==> src/rtl/dm_port_arbiter_if.sv <==
`default_nettype none
// ============================================================================
// Module   : dm_port_arbiter_if
// Brief    : Bundle of load-request/response, store-commit and DM macro
//            signals shared between the port arbiter and its neighbours.
// Revision : 1.0 - initial release
// ============================================================================
interface dm_port_arbiter_if #(
  parameter int SB_DEPTH = 4
);
  // Load issue / response
  logic                        ld_req_valid;
  logic                        ld_req_ready;
  logic [31:0]                 ld_req_addr;
  logic [1:0]                  ld_req_tag;
  logic                        ld_resp_valid;
  logic [1:0]                  ld_resp_tag;
  logic [31:0]                 ld_resp_data;
  // Store commit
  logic                        st_valid;
  logic                        st_ready;
  logic [31:0]                 st_addr;
  logic [31:0]                 st_data;
  logic [31:0]                 st_bmask;
  // DM macro
  logic [31:0]                 DM_rd_data;
  logic                        DM_c_en;
  logic                        DM_r_en;
  logic [31:0]                 DM_w_en;
  logic [31:0]                 DM_addr;
  logic [31:0]                 DM_w_data;
  // Status
  logic [$clog2(SB_DEPTH):0]   sb_count;

  // Requester / memory side of the bundle
  modport master (
    output ld_req_valid, ld_req_addr, ld_req_tag,
    output st_valid, st_addr, st_data, st_bmask,
    output DM_rd_data,
    input  ld_req_ready, ld_resp_valid, ld_resp_tag, ld_resp_data,
    input  st_ready,
    input  DM_c_en, DM_r_en, DM_w_en, DM_addr, DM_w_data,
    input  sb_count
  );

  // Arbiter side of the bundle
  modport slave (
    input  ld_req_valid, ld_req_addr, ld_req_tag,
    input  st_valid, st_addr, st_data, st_bmask,
    input  DM_rd_data,
    output ld_req_ready, ld_resp_valid, ld_resp_tag, ld_resp_data,
    output st_ready,
    output DM_c_en, DM_r_en, DM_w_en, DM_addr, DM_w_data,
    output sb_count
  );
endinterface
`default_nettype wire

==> src/rtl/dm_port_arbiter.sv <==
`default_nettype none
// ============================================================================
// Module   : dm_port_arbiter
// Brief    : Shares the single-port DM between LSU loads and committed
//            stores. Stores queue in an in-order store buffer and drain when
//            the port is free, when the buffer is full, when loads have
//            starved the drain, or when a load aliases a buffered store.
// Revision : 1.0 - initial release
// ============================================================================
module dm_port_arbiter #(
  parameter int SB_DEPTH     = 4,
  parameter int STARVE_LIMIT = 4
) (
  input wire logic       clk,
  input wire logic       rst,   // asynchronous, active-low
  dm_port_arbiter_if.slave bus
);
  localparam int PW = $clog2(SB_DEPTH);
  localparam int CW = PW + 1;
  localparam int SW = $clog2(STARVE_LIMIT + 1);
  localparam logic [CW-1:0] FULL_CNT   = CW'(SB_DEPTH);
  localparam logic [SW-1:0] STARVE_MAX = SW'(STARVE_LIMIT);

  typedef enum logic [1:0] {
    PORT_IDLE  = 2'd0,
    PORT_READ  = 2'd1,
    PORT_WRITE = 2'd2
  } port_op_t;

  logic [31:0]         sb_addr [SB_DEPTH];
  logic [31:0]         sb_data [SB_DEPTH];
  logic [31:0]         sb_mask [SB_DEPTH];
  logic [SB_DEPTH-1:0] sb_valid;
  logic [PW-1:0]       head;
  logic [PW-1:0]       tail;
  logic [CW-1:0]       count;
  logic [SW-1:0]       starve_cnt;
  logic                resp_valid;
  logic [1:0]          resp_tag;

  port_op_t op;
  logic     st_ready;
  logic     push;
  logic     pop;
  logic     hit;
  logic     sb_nonempty;
  logic     sb_full;

  // Byte offsets never take part in aliasing; hits are word-granular.
  logic unused_addr_lsbs;
  assign unused_addr_lsbs = &{1'b0, bus.ld_req_addr[1:0], bus.st_addr[1:0]};

  assign sb_nonempty = (count != '0);
  assign sb_full     = (count == FULL_CNT);
  // Held off during reset so nothing is accepted while the buffer is cleared.
  assign st_ready    = rst && !sb_full;
  assign push        = bus.st_valid && st_ready;
  assign pop         = (op == PORT_WRITE);

  // Word-address alias between the load and any buffered or arriving store.
  always_comb begin
    hit = 1'b0;
    for (int i = 0; i < SB_DEPTH; i++) begin
      if (sb_valid[i] && (sb_addr[i][31:2] == bus.ld_req_addr[31:2])) hit = 1'b1;
    end
    if (push && (bus.st_addr[31:2] == bus.ld_req_addr[31:2])) hit = 1'b1;
    hit = hit && bus.ld_req_valid;
  end

  // Per-cycle port decision: drains take priority whenever they are forced.
  always_comb begin
    op = PORT_IDLE;
    if (!rst) begin
      op = PORT_IDLE;
    end else if (sb_nonempty && (sb_full || (starve_cnt == STARVE_MAX) || hit || !bus.ld_req_valid)) begin
      op = PORT_WRITE;
    end else if (bus.ld_req_valid && !hit) begin
      op = PORT_READ;
    end
  end

  // DM macro controls follow the decision in the same cycle.
  always_comb begin
    bus.DM_c_en   = 1'b1;
    bus.DM_r_en   = 1'b0;
    bus.DM_w_en   = '1;
    bus.DM_addr   = '0;
    bus.DM_w_data = '0;
    case (op)
      PORT_WRITE: begin
        bus.DM_c_en   = 1'b0;
        bus.DM_addr   = sb_addr[head];
        bus.DM_w_data = sb_data[head];
        bus.DM_w_en   = ~sb_mask[head];
      end
      PORT_READ: begin
        bus.DM_c_en = 1'b0;
        bus.DM_r_en = 1'b1;
        bus.DM_addr = bus.ld_req_addr;
      end
      default: ;
    endcase
  end

  // Store buffer payload; contents are qualified by sb_valid so no reset needed.
  always_ff @(posedge clk) begin
    if (push) begin
      sb_addr[tail] <= bus.st_addr;
      sb_data[tail] <= bus.st_data;
      sb_mask[tail] <= bus.st_bmask;
    end
  end

  // Buffer pointers, occupancy, starvation counter and load response state.
  always_ff @(posedge clk or negedge rst) begin
    if (!rst) begin
      head       <= '0;
      tail       <= '0;
      count      <= '0;
      sb_valid   <= '0;
      starve_cnt <= '0;
      resp_valid <= 1'b0;
      resp_tag   <= 2'd0;
    end else begin
      if (pop) begin
        sb_valid[head] <= 1'b0;
        head           <= head + PW'(1);
      end
      if (push) begin
        sb_valid[tail] <= 1'b1;
        tail           <= tail + PW'(1);
      end
      case ({push, pop})
        2'b10:   count <= count + CW'(1);
        2'b01:   count <= count - CW'(1);
        default: count <= count;
      endcase

      if (op == PORT_WRITE) begin
        starve_cnt <= '0;
      end else if (op == PORT_READ) begin
        if (!sb_nonempty)               starve_cnt <= '0;
        else if (starve_cnt != STARVE_MAX) starve_cnt <= starve_cnt + SW'(1);
      end

      resp_valid <= (op == PORT_READ);
      if (op == PORT_READ) resp_tag <= bus.ld_req_tag;
    end
  end

  assign bus.ld_req_ready  = (op == PORT_READ);
  assign bus.st_ready      = st_ready;
  assign bus.sb_count      = count;
  assign bus.ld_resp_valid = resp_valid;
  assign bus.ld_resp_tag   = resp_tag;
  assign bus.ld_resp_data  = bus.DM_rd_data;
endmodule
`default_nettype wire
==> src/flat_wrapper.sv <==
// flat-port wrapper written by rule: the top's interface ports become plain ports
module dm_port_arbiter_flat 
#(
  parameter int SB_DEPTH     = 4,
  parameter int STARVE_LIMIT = 4
)
  (clk, rst, bus_ld_req_valid, bus_ld_req_addr, bus_ld_req_tag, bus_st_valid, bus_st_addr, bus_st_data, bus_st_bmask, bus_DM_rd_data, bus_ld_req_ready, bus_ld_resp_valid, bus_ld_resp_tag, bus_ld_resp_data, bus_st_ready, bus_DM_c_en, bus_DM_r_en, bus_DM_w_en, bus_DM_addr, bus_DM_w_data, bus_sb_count);
  dm_port_arbiter_if #(.SB_DEPTH(SB_DEPTH)) bus_i ();
  input wire logic clk;
  input wire logic rst;
  input wire logic [$bits(bus_i.ld_req_valid)-1:0] bus_ld_req_valid;
  input wire logic [$bits(bus_i.ld_req_addr)-1:0] bus_ld_req_addr;
  input wire logic [$bits(bus_i.ld_req_tag)-1:0] bus_ld_req_tag;
  input wire logic [$bits(bus_i.st_valid)-1:0] bus_st_valid;
  input wire logic [$bits(bus_i.st_addr)-1:0] bus_st_addr;
  input wire logic [$bits(bus_i.st_data)-1:0] bus_st_data;
  input wire logic [$bits(bus_i.st_bmask)-1:0] bus_st_bmask;
  input wire logic [$bits(bus_i.DM_rd_data)-1:0] bus_DM_rd_data;
  output wire logic [$bits(bus_i.ld_req_ready)-1:0] bus_ld_req_ready;
  output wire logic [$bits(bus_i.ld_resp_valid)-1:0] bus_ld_resp_valid;
  output wire logic [$bits(bus_i.ld_resp_tag)-1:0] bus_ld_resp_tag;
  output wire logic [$bits(bus_i.ld_resp_data)-1:0] bus_ld_resp_data;
  output wire logic [$bits(bus_i.st_ready)-1:0] bus_st_ready;
  output wire logic [$bits(bus_i.DM_c_en)-1:0] bus_DM_c_en;
  output wire logic [$bits(bus_i.DM_r_en)-1:0] bus_DM_r_en;
  output wire logic [$bits(bus_i.DM_w_en)-1:0] bus_DM_w_en;
  output wire logic [$bits(bus_i.DM_addr)-1:0] bus_DM_addr;
  output wire logic [$bits(bus_i.DM_w_data)-1:0] bus_DM_w_data;
  output wire logic [$bits(bus_i.sb_count)-1:0] bus_sb_count;
  assign bus_i.ld_req_valid = bus_ld_req_valid;
  assign bus_i.ld_req_addr = bus_ld_req_addr;
  assign bus_i.ld_req_tag = bus_ld_req_tag;
  assign bus_i.st_valid = bus_st_valid;
  assign bus_i.st_addr = bus_st_addr;
  assign bus_i.st_data = bus_st_data;
  assign bus_i.st_bmask = bus_st_bmask;
  assign bus_i.DM_rd_data = bus_DM_rd_data;
  assign bus_ld_req_ready = bus_i.ld_req_ready;
  assign bus_ld_resp_valid = bus_i.ld_resp_valid;
  assign bus_ld_resp_tag = bus_i.ld_resp_tag;
  assign bus_ld_resp_data = bus_i.ld_resp_data;
  assign bus_st_ready = bus_i.st_ready;
  assign bus_DM_c_en = bus_i.DM_c_en;
  assign bus_DM_r_en = bus_i.DM_r_en;
  assign bus_DM_w_en = bus_i.DM_w_en;
  assign bus_DM_addr = bus_i.DM_addr;
  assign bus_DM_w_data = bus_i.DM_w_data;
  assign bus_sb_count = bus_i.sb_count;
  dm_port_arbiter #(.SB_DEPTH(SB_DEPTH), .STARVE_LIMIT(STARVE_LIMIT)) u_core (.clk(clk), .rst(rst), .bus(bus_i));
endmodule
==> config.mk <==
export PLATFORM = sky130hd
export DESIGN_NAME = dm_port_arbiter_flat
export DESIGN_NICKNAME = d
export VERILOG_FILES = /design/src/rtl/dm_port_arbiter_if.sv /design/src/rtl/dm_port_arbiter.sv /design/src/flat_wrapper.sv
export SDC_FILE = /design/constraint.sdc
export NUM_CORES = 1
export LEC_CHECK = 0
export CORE_MARGIN = 8
export CORE_UTILIZATION = 57
export DETAILED_ROUTE_END_ITERATION = 8
export PLACE_DENSITY = 0.85
export SLEW_MARGIN = 20
export SYNTH_ARGS = -nofsm -noshare
export SYNTH_HDL_FRONTEND = slang
export SYNTH_SLANG_ARGS = --single-unit
==> constraint.sdc <==
create_clock -name clk -period 8.5 [get_ports clk]
set_input_delay 1.275 -clock clk [delete_from_list [all_inputs] [get_ports clk]]
set_output_delay 1.275 -clock clk [all_outputs]
set_load 0.005 [all_outputs]
* Word level (Yosys, flattened, before mapping)
Memory sizes are Yosys's and may differ from the RTL's. Index checks and enable logic that the tools add are counted.
Storage, ports and cells: word-level logic and storage cells 85, output and inout port bits 138, bits of input ports 166, bits in registers 17, bits in writable memories 384, memories kept 3
Operators by class: muxes and demuxes 26, bitwise operators 4, $lt $le $gt $ge 4, equal/unequal tests 13, reduce and logical (&&, ||, !) cells 23, add/subtract/negate cells 5
Memories:
- u_core.sb_addr | depth 4, width 32, rd ports 5, clocked after Yosys merged registers in 0, write ports 1, line dm_port_arbiter.sv:30 | logic [31:0] sb_addr [SB_DEPTH];
- u_core.sb_data | depth 4, width 32, rd ports 1, clocked after Yosys merged registers in 0, write ports 1, line dm_port_arbiter.sv:31 | logic [31:0] sb_data [SB_DEPTH];
- u_core.sb_mask | depth 4, width 32, rd ports 1, clocked after Yosys merged registers in 0, write ports 1, line dm_port_arbiter.sv:32 | logic [31:0] sb_mask [SB_DEPTH];
Operator list (count):
- 30-bit equality test | 5
- 32-bit two-way mux | 2
- 32-bit one-hot mux with 2 select lines | 1
- 32-bit NOT | 1
- 1-bit logical AND | 12
- 1-bit two-way mux | 12
- 3-bit two-way mux | 4
- 4-bit two-way mux | 2
- 3-bit by 1-bit adder with 3-bit output, second input constant | 2
- 3-bit equality test, second input constant | 2
- 2-bit by 3-bit less-than comparator with 1-bit output, second input constant | 2
- 3-bit one-hot mux with 2 select lines | 1
- 2-bit by 1-bit adder with 2-bit output, second input constant | 2
- 4-bit AND | 1
- 1-bit demux with 2-bit select | 2
- 2-bit by 1-bit equality test with 1-bit output, second input constant | 2
- 2-bit equality test, second input constant | 2
- 2-bit by 1-bit greater-or-equal comparator with 1-bit output, second input constant | 2
- 2-bit two-way mux | 2
- 4-bit NOT | 1
- 4-bit bitwise OR | 1
- 2-bit nonzero test | 2
- 1-bit logical NOT | 3
- 1-bit logical OR | 3
- 6 further kinds | 6

* Depth between registers and ports, before layout
An unclocked memory read counts as a cell.
depth in word-level cells 18, gate-level depth with buffers 14

* Worst setup path before layout
Ideal clock, no wire load.
kind input to output, start in bus_ld_req_addr[27], end out bus_DM_addr[12], arrival time 3.502 ns, slack 3.723 ns, stages on the path 13, path buffers 4, cell sequence buf_4 xnor2_1 nand4_1 nor4_1 nand4_1 o2111ai_2 o221a_1 ha_1 clkbuf_1 clkbuf_1 clkbuf_1 a22oi_1 nor2_1
On the way: longest elaborated chain between the ends 15
Ends and longest elaborated chain:
- from (decl) | line flat_wrapper.sv:12 | input wire logic [$bits(bus_i.ld_req_addr)-1:0] bus_ld_req_addr;
- 30-bit equality test | line dm_port_arbiter.sv:64 | if (sb_valid[i] && (sb_addr[i][31:2] == bus.ld_req_addr[31:2])) hit = 1'b1;
- 1-bit logical AND | line dm_port_arbiter.sv:64
- 1-bit two-way mux (4 in series) | line dm_port_arbiter.sv:64
- 1-bit two-way mux (*) | line dm_port_arbiter.sv:66 | if (push && (bus.st_addr[31:2] == bus.ld_req_addr[31:2])) hit = 1'b1;
- 1-bit logical AND (*) | line dm_port_arbiter.sv:67 | hit = hit && bus.ld_req_valid;
- 1-bit logical NOT / 1-bit logical OR (equally long branches) | line dm_port_arbiter.sv:77, dm_port_arbiter.sv:75
- 1-bit logical AND / 1-bit logical OR (equally long branches) | line dm_port_arbiter.sv:77, dm_port_arbiter.sv:75
- 1-bit two-way mux / 1-bit logical AND (equally long branches) | line dm_port_arbiter.sv:77, dm_port_arbiter.sv:75
- 2-bit two-way mux (*) | line dm_port_arbiter.sv:75 | end else if (sb_nonempty && (sb_full || (starve_cnt == STARVE_MAX) || hit || !bus.ld_req_valid)) begin
- 2-bit two-way mux (*) | line dm_port_arbiter.sv:73 | if (!rst) begin
- 2-bit by 1-bit equality test with 1-bit output / 2-bit equality test (equally long branches) | line dm_port_arbiter.sv:89 | case (op)
- 32-bit one-hot mux with 2 select lines (*) | line dm_port_arbiter.sv:89
- to (decl) | line flat_wrapper.sv:27 | output wire logic [$bits(bus_i.DM_addr)-1:0] bus_DM_addr;
Every way passes the cells marked *; elsewhere a longest branch is shown, timed or not.

* Worst setup path in the final report
start in rst, end out bus_DM_addr[1]
On the way: longest elaborated chain between the ends 12
Ends and longest elaborated chain:
- from (decl) | line flat_wrapper.sv:10 | input wire logic rst;
- 1-bit logical AND | line dm_port_arbiter.sv:56 | assign st_ready = rst && !sb_full;
- 1-bit logical AND | line dm_port_arbiter.sv:57 | assign push = bus.st_valid && st_ready;
- 1-bit logical AND | line dm_port_arbiter.sv:66
- 1-bit two-way mux | line dm_port_arbiter.sv:66
- 1-bit logical AND | line dm_port_arbiter.sv:67
- 1-bit logical NOT / 1-bit logical OR (equally long branches) | line dm_port_arbiter.sv:77, dm_port_arbiter.sv:75
- 1-bit logical AND / 1-bit logical OR (equally long branches) | line dm_port_arbiter.sv:77, dm_port_arbiter.sv:75
- 1-bit two-way mux / 1-bit logical AND (equally long branches) | line dm_port_arbiter.sv:77, dm_port_arbiter.sv:75
- 2-bit two-way mux | line dm_port_arbiter.sv:75
- 2-bit two-way mux (*) | line dm_port_arbiter.sv:73
- 2-bit by 1-bit equality test with 1-bit output / 2-bit equality test (equally long branches) | line dm_port_arbiter.sv:89
- 32-bit one-hot mux with 2 select lines (*) | line dm_port_arbiter.sv:89
Marked as above.

==> impl_metrics.py <==
metrics = {
    "placement": {
        "dp.cells": 1548,
        "place_congestion": 0.9363,
        "dpl.hpwl_um": 28150,
        "io_buffers": 239,
    },
    "critical_path": {
        "cp_slowest_stage_delay_ns": 0.55,
        "critical_path_arrival_ns": 5.38,
        "crit_family": "buffers and inverters",
        "worstPathRequired_ns": 7.22,
        "path_cells": "clkdlybuf4s50_1, buf_4, a21boi_2, and2_1, nand3_1, o2111ai_2, o221a_1, ha_4, buf_4, a22oi_1, nor2_1, clkdlybuf4s50_1",
        "critical_path_buf_inv_count": 4,
        "worstSetupPathType": "primary input to primary output",
        "crit_path_end_kind": "primary output",
        "cp_max_fo": 41,
        "startpoint_type": "primary input",
        "worst_path_max_delay_cell": "clkdlybuf4s50_1",
    },
    "layout": {
        "multi_input_area_um2": 5036,
        "fin_util_pct": 69.73,
        "area_growth_pct": 20.54,
        "seq_area_um2": 11960,
        "drive_gt1_share_pct": 14.71,
        "final_cells": 1622,
        "nFillCells": 1865,
        "nets": 1375,
    },
    "yosys": {
        "async_flop_share_pct": 4.239,
        "synth_edf_count": 384,
        "yosysMostFrequentCell": "edfxtp_1",
        "synthCells": 1006,
        "ys_ff_latch": 401,
        "syn_area_per_cell_um2": 17.54,
        "yosys.area.top_type": "edfxtp_1",
        "syn_area_um2": 17650,
        "yosys_warnings": 0,
        "seq_area_frac_synth_pct": 67.74,
        "yosysTopAreaCellShare_pct": 65.33,
        "syn-num-nets": 1186,
        "yosysUniqueCellTypes": 35,
        "synthTopCellsByArea": "edfxtp_1, mux4_2, xnor2_1",
        "ys.flop_type": "edfxtp_1",
        "yosys-top-cells-count": "edfxtp_1, xnor2_1, mux4_2, nand2_1, nor2_1",
    },
    "clock_network": {
        "cts.path.max_buffers": 3,
        "hold_buffers": 0,
        "cts_setup_buffers": 0,
        "cts_resized": 0,
        "path_clk_slew_ns": 0.06,
        "tritoncts": "done",
        "clkSinkCount": 401,
        "cts_made_buffers": 41,
        "clock_latency_ns": 0.52,
        "cts-root-buf": "clkbuf_16",
        "htree_num_levels": 2,
    },
    "sta": {
        "fmax_mhz": 150.3,
        "setup_tns_ns": 0,
        "finalCriticalPeriod_ns": 6.653,
        "setup_violations": 0,
        "post-route-period-util_pct": 78.27,
        "rsz0062_at_grt": "no",
        "tightestPinTransition_ns": 0.9722,
        "drv_slew": 0,
        "relSlewSlack_pct": 35.19,
        "fin_skew_ns": 0.01226,
        "hold_viol_final": 0,
        "holdWs_ns": 0.4967,
    },
    "pwr": {
        "vdd_ir_drop_max_uv": 235.5,
        "power_density_nw_per_um2": 281.4,
        "p_clk_share_pct": 28.0,
        "p_leak_nw": 6.810,
        "combinationalPowerShare_pct": 28.7,
        "p_switching_mw": 1.688,
        "p_sw_share_pct": 28.19,
        "seq_power_share_pct": 43.3,
        "p_int_mw": 4.299,
    },
    "grt": {
        "gr-total-overflow": 0,
        "grt_max_degree": 63,
        "antenna_found_initial": 7,
        "grt_pass1_wl_um": 63270,
        "grt.total_usage_pct": 22.91,
        "grt_pass1_vias": 10370,
    },
    "die": {
        "initial_utilization_pct": 57.85,
        "num_io_pins": 304,
        "die-area_um2": 36850,
        "fp-row-count": 64,
        "die_w_um": 192.0,
        "die_y_um": 192.0,
        "design.core.area_um2": 30510,
    },
    "drt": {
        "detail_route.first_pass.iterations": 5,
        "routed_wl_um": 42710,
        "drt_iter0_drc": 826,
        "routedWlPerCell_um": 26.33,
        "detail-route-antenna-nets": 0,
        "vias_per_cell": 6.020,
        "drcViolationCount": 0,
        "vias": 9764,
    },
    "worst_hold_path": {
        "holdCritPathClass": "flop to flop",
    },
    "run": {
        "drv_cap": 0,
    },
    "status": {
        "status": "complete, no violations",
    },
}
==> worst paths after layout <==
check / startpoint / endpoint / slack, ns / cells after the start
max in group asynchronous: rst / u_core.head[1] / 7.14 / 2
worst min register to register: u_core.sb_valid[2] / u_core.sb_valid[2] / 0.50 / 1
worst min-delay path: u_core.sb_valid[2] / u_core.sb_valid[2] / 0.50 / 1
min in group asynchronous: rst / u_core.bus.ld_resp_valid / 1.12 / 2
worst max register to register: u_core.sb_addr[1][29] / u_core.bus.sb_count[2] / 4.85 / 13
worst max-delay path: rst / bus_DM_addr[1] / 1.85 / 12
==> cells by family after synthesis <==
logic type | Yosys count | synth area share, %
AND/OR/NAND/NOR | 172 | 4.920
XOR/XNOR | 156 | 7.912
AO/OA/AOI/OAI | 48 | 2.049
buffers and inverters | 116 | 3.906
multiplexers | 99 | 12.43
flip-flops | 401 | 67.74
adder cells (fa/ha/maj) | 14 | 1.035
==> layout make-up <==
| class | instances | area share [%] |
|---|---|---|
| antenna | 2 | 0.02353 |
| timing repair buffer | 251 | 11.67 |
| clock buffer | 54 | 5.346 |
| multi-input combinational | 489 | 23.67 |
| tap | 396 | 2.329 |
| inverter | 11 | 0.1941 |
| clock inverter | 18 | 0.5293 |
| sequential | 401 | 56.24 |
==> stage by stage <==
step | cell area [µm²] | total power, mW | worst slack (ns)
floorplan | 17650 | 3.679 | 3.723
global placement | 20020 | 4.322 | 1.873
detailed placement | 20020 | 4.358 | 1.773
CTS | 21270 | 6.038 | 1.773
global route | 21270 | 6.231 | 1.573
finish | 21270 | 5.987 | 1.847
==> sequential cells by signal, indices dropped and copies added, names as in the netlist <==
| name | count |
|---|---|
| u_core.sb_valid | 4 |
| u_core.head | 2 |
| u_core.sb_mask | 128 |
| u_core.starve_cnt | 3 |
| u_core.bus.ld_resp_tag | 2 |
| u_core.sb_data | 128 |
| u_core.bus.sb_count | 3 |
| u_core.bus.ld_resp_valid | 1 |
| u_core.tail | 2 |
| u_core.sb_addr | 128 |
==> layout by cell type, fill, tap and decap left out, types with 32 or more instances in the layout <==
master           synthesis  routed
a22oi_1                 33      33
clkdlybuf4s50_1          0     239
xnor2_1                126     126
nand2_1                 41      41
mux4_2                  96      96
and2_1                  33      33
nand4_1                 32      32
edfxtp_1               384     384
clkbuf_16                0      43
nor2_1                  41      41
==> power groups by stage <==
stage | Combinational, mW | Clock, mW | Sequential (mW)
after global placement | 1.71 | 0 | 2.62
after detailed placement | 1.73 | 0 | 2.63
final | 1.72 | 1.68 | 2.59
after floorplan | 1.14 | 0 | 2.54
after global routing | 1.85 | 1.77 | 2.62
after CTS | 1.75 | 1.70 | 2.59
==> per-layer routing <==
| metal | GRT usage (%) | share of wire (%) |
|---|---|---|
| met1 | 28.68 | 37 |
| met2 | 37.78 | 49 |
| met3 | 7.371 | 11 |
| met4 | 7.046 | 2.7 |
| met5 | 0 | 0.16 |
Note: power is estimated with default switching activity, not from simulation.
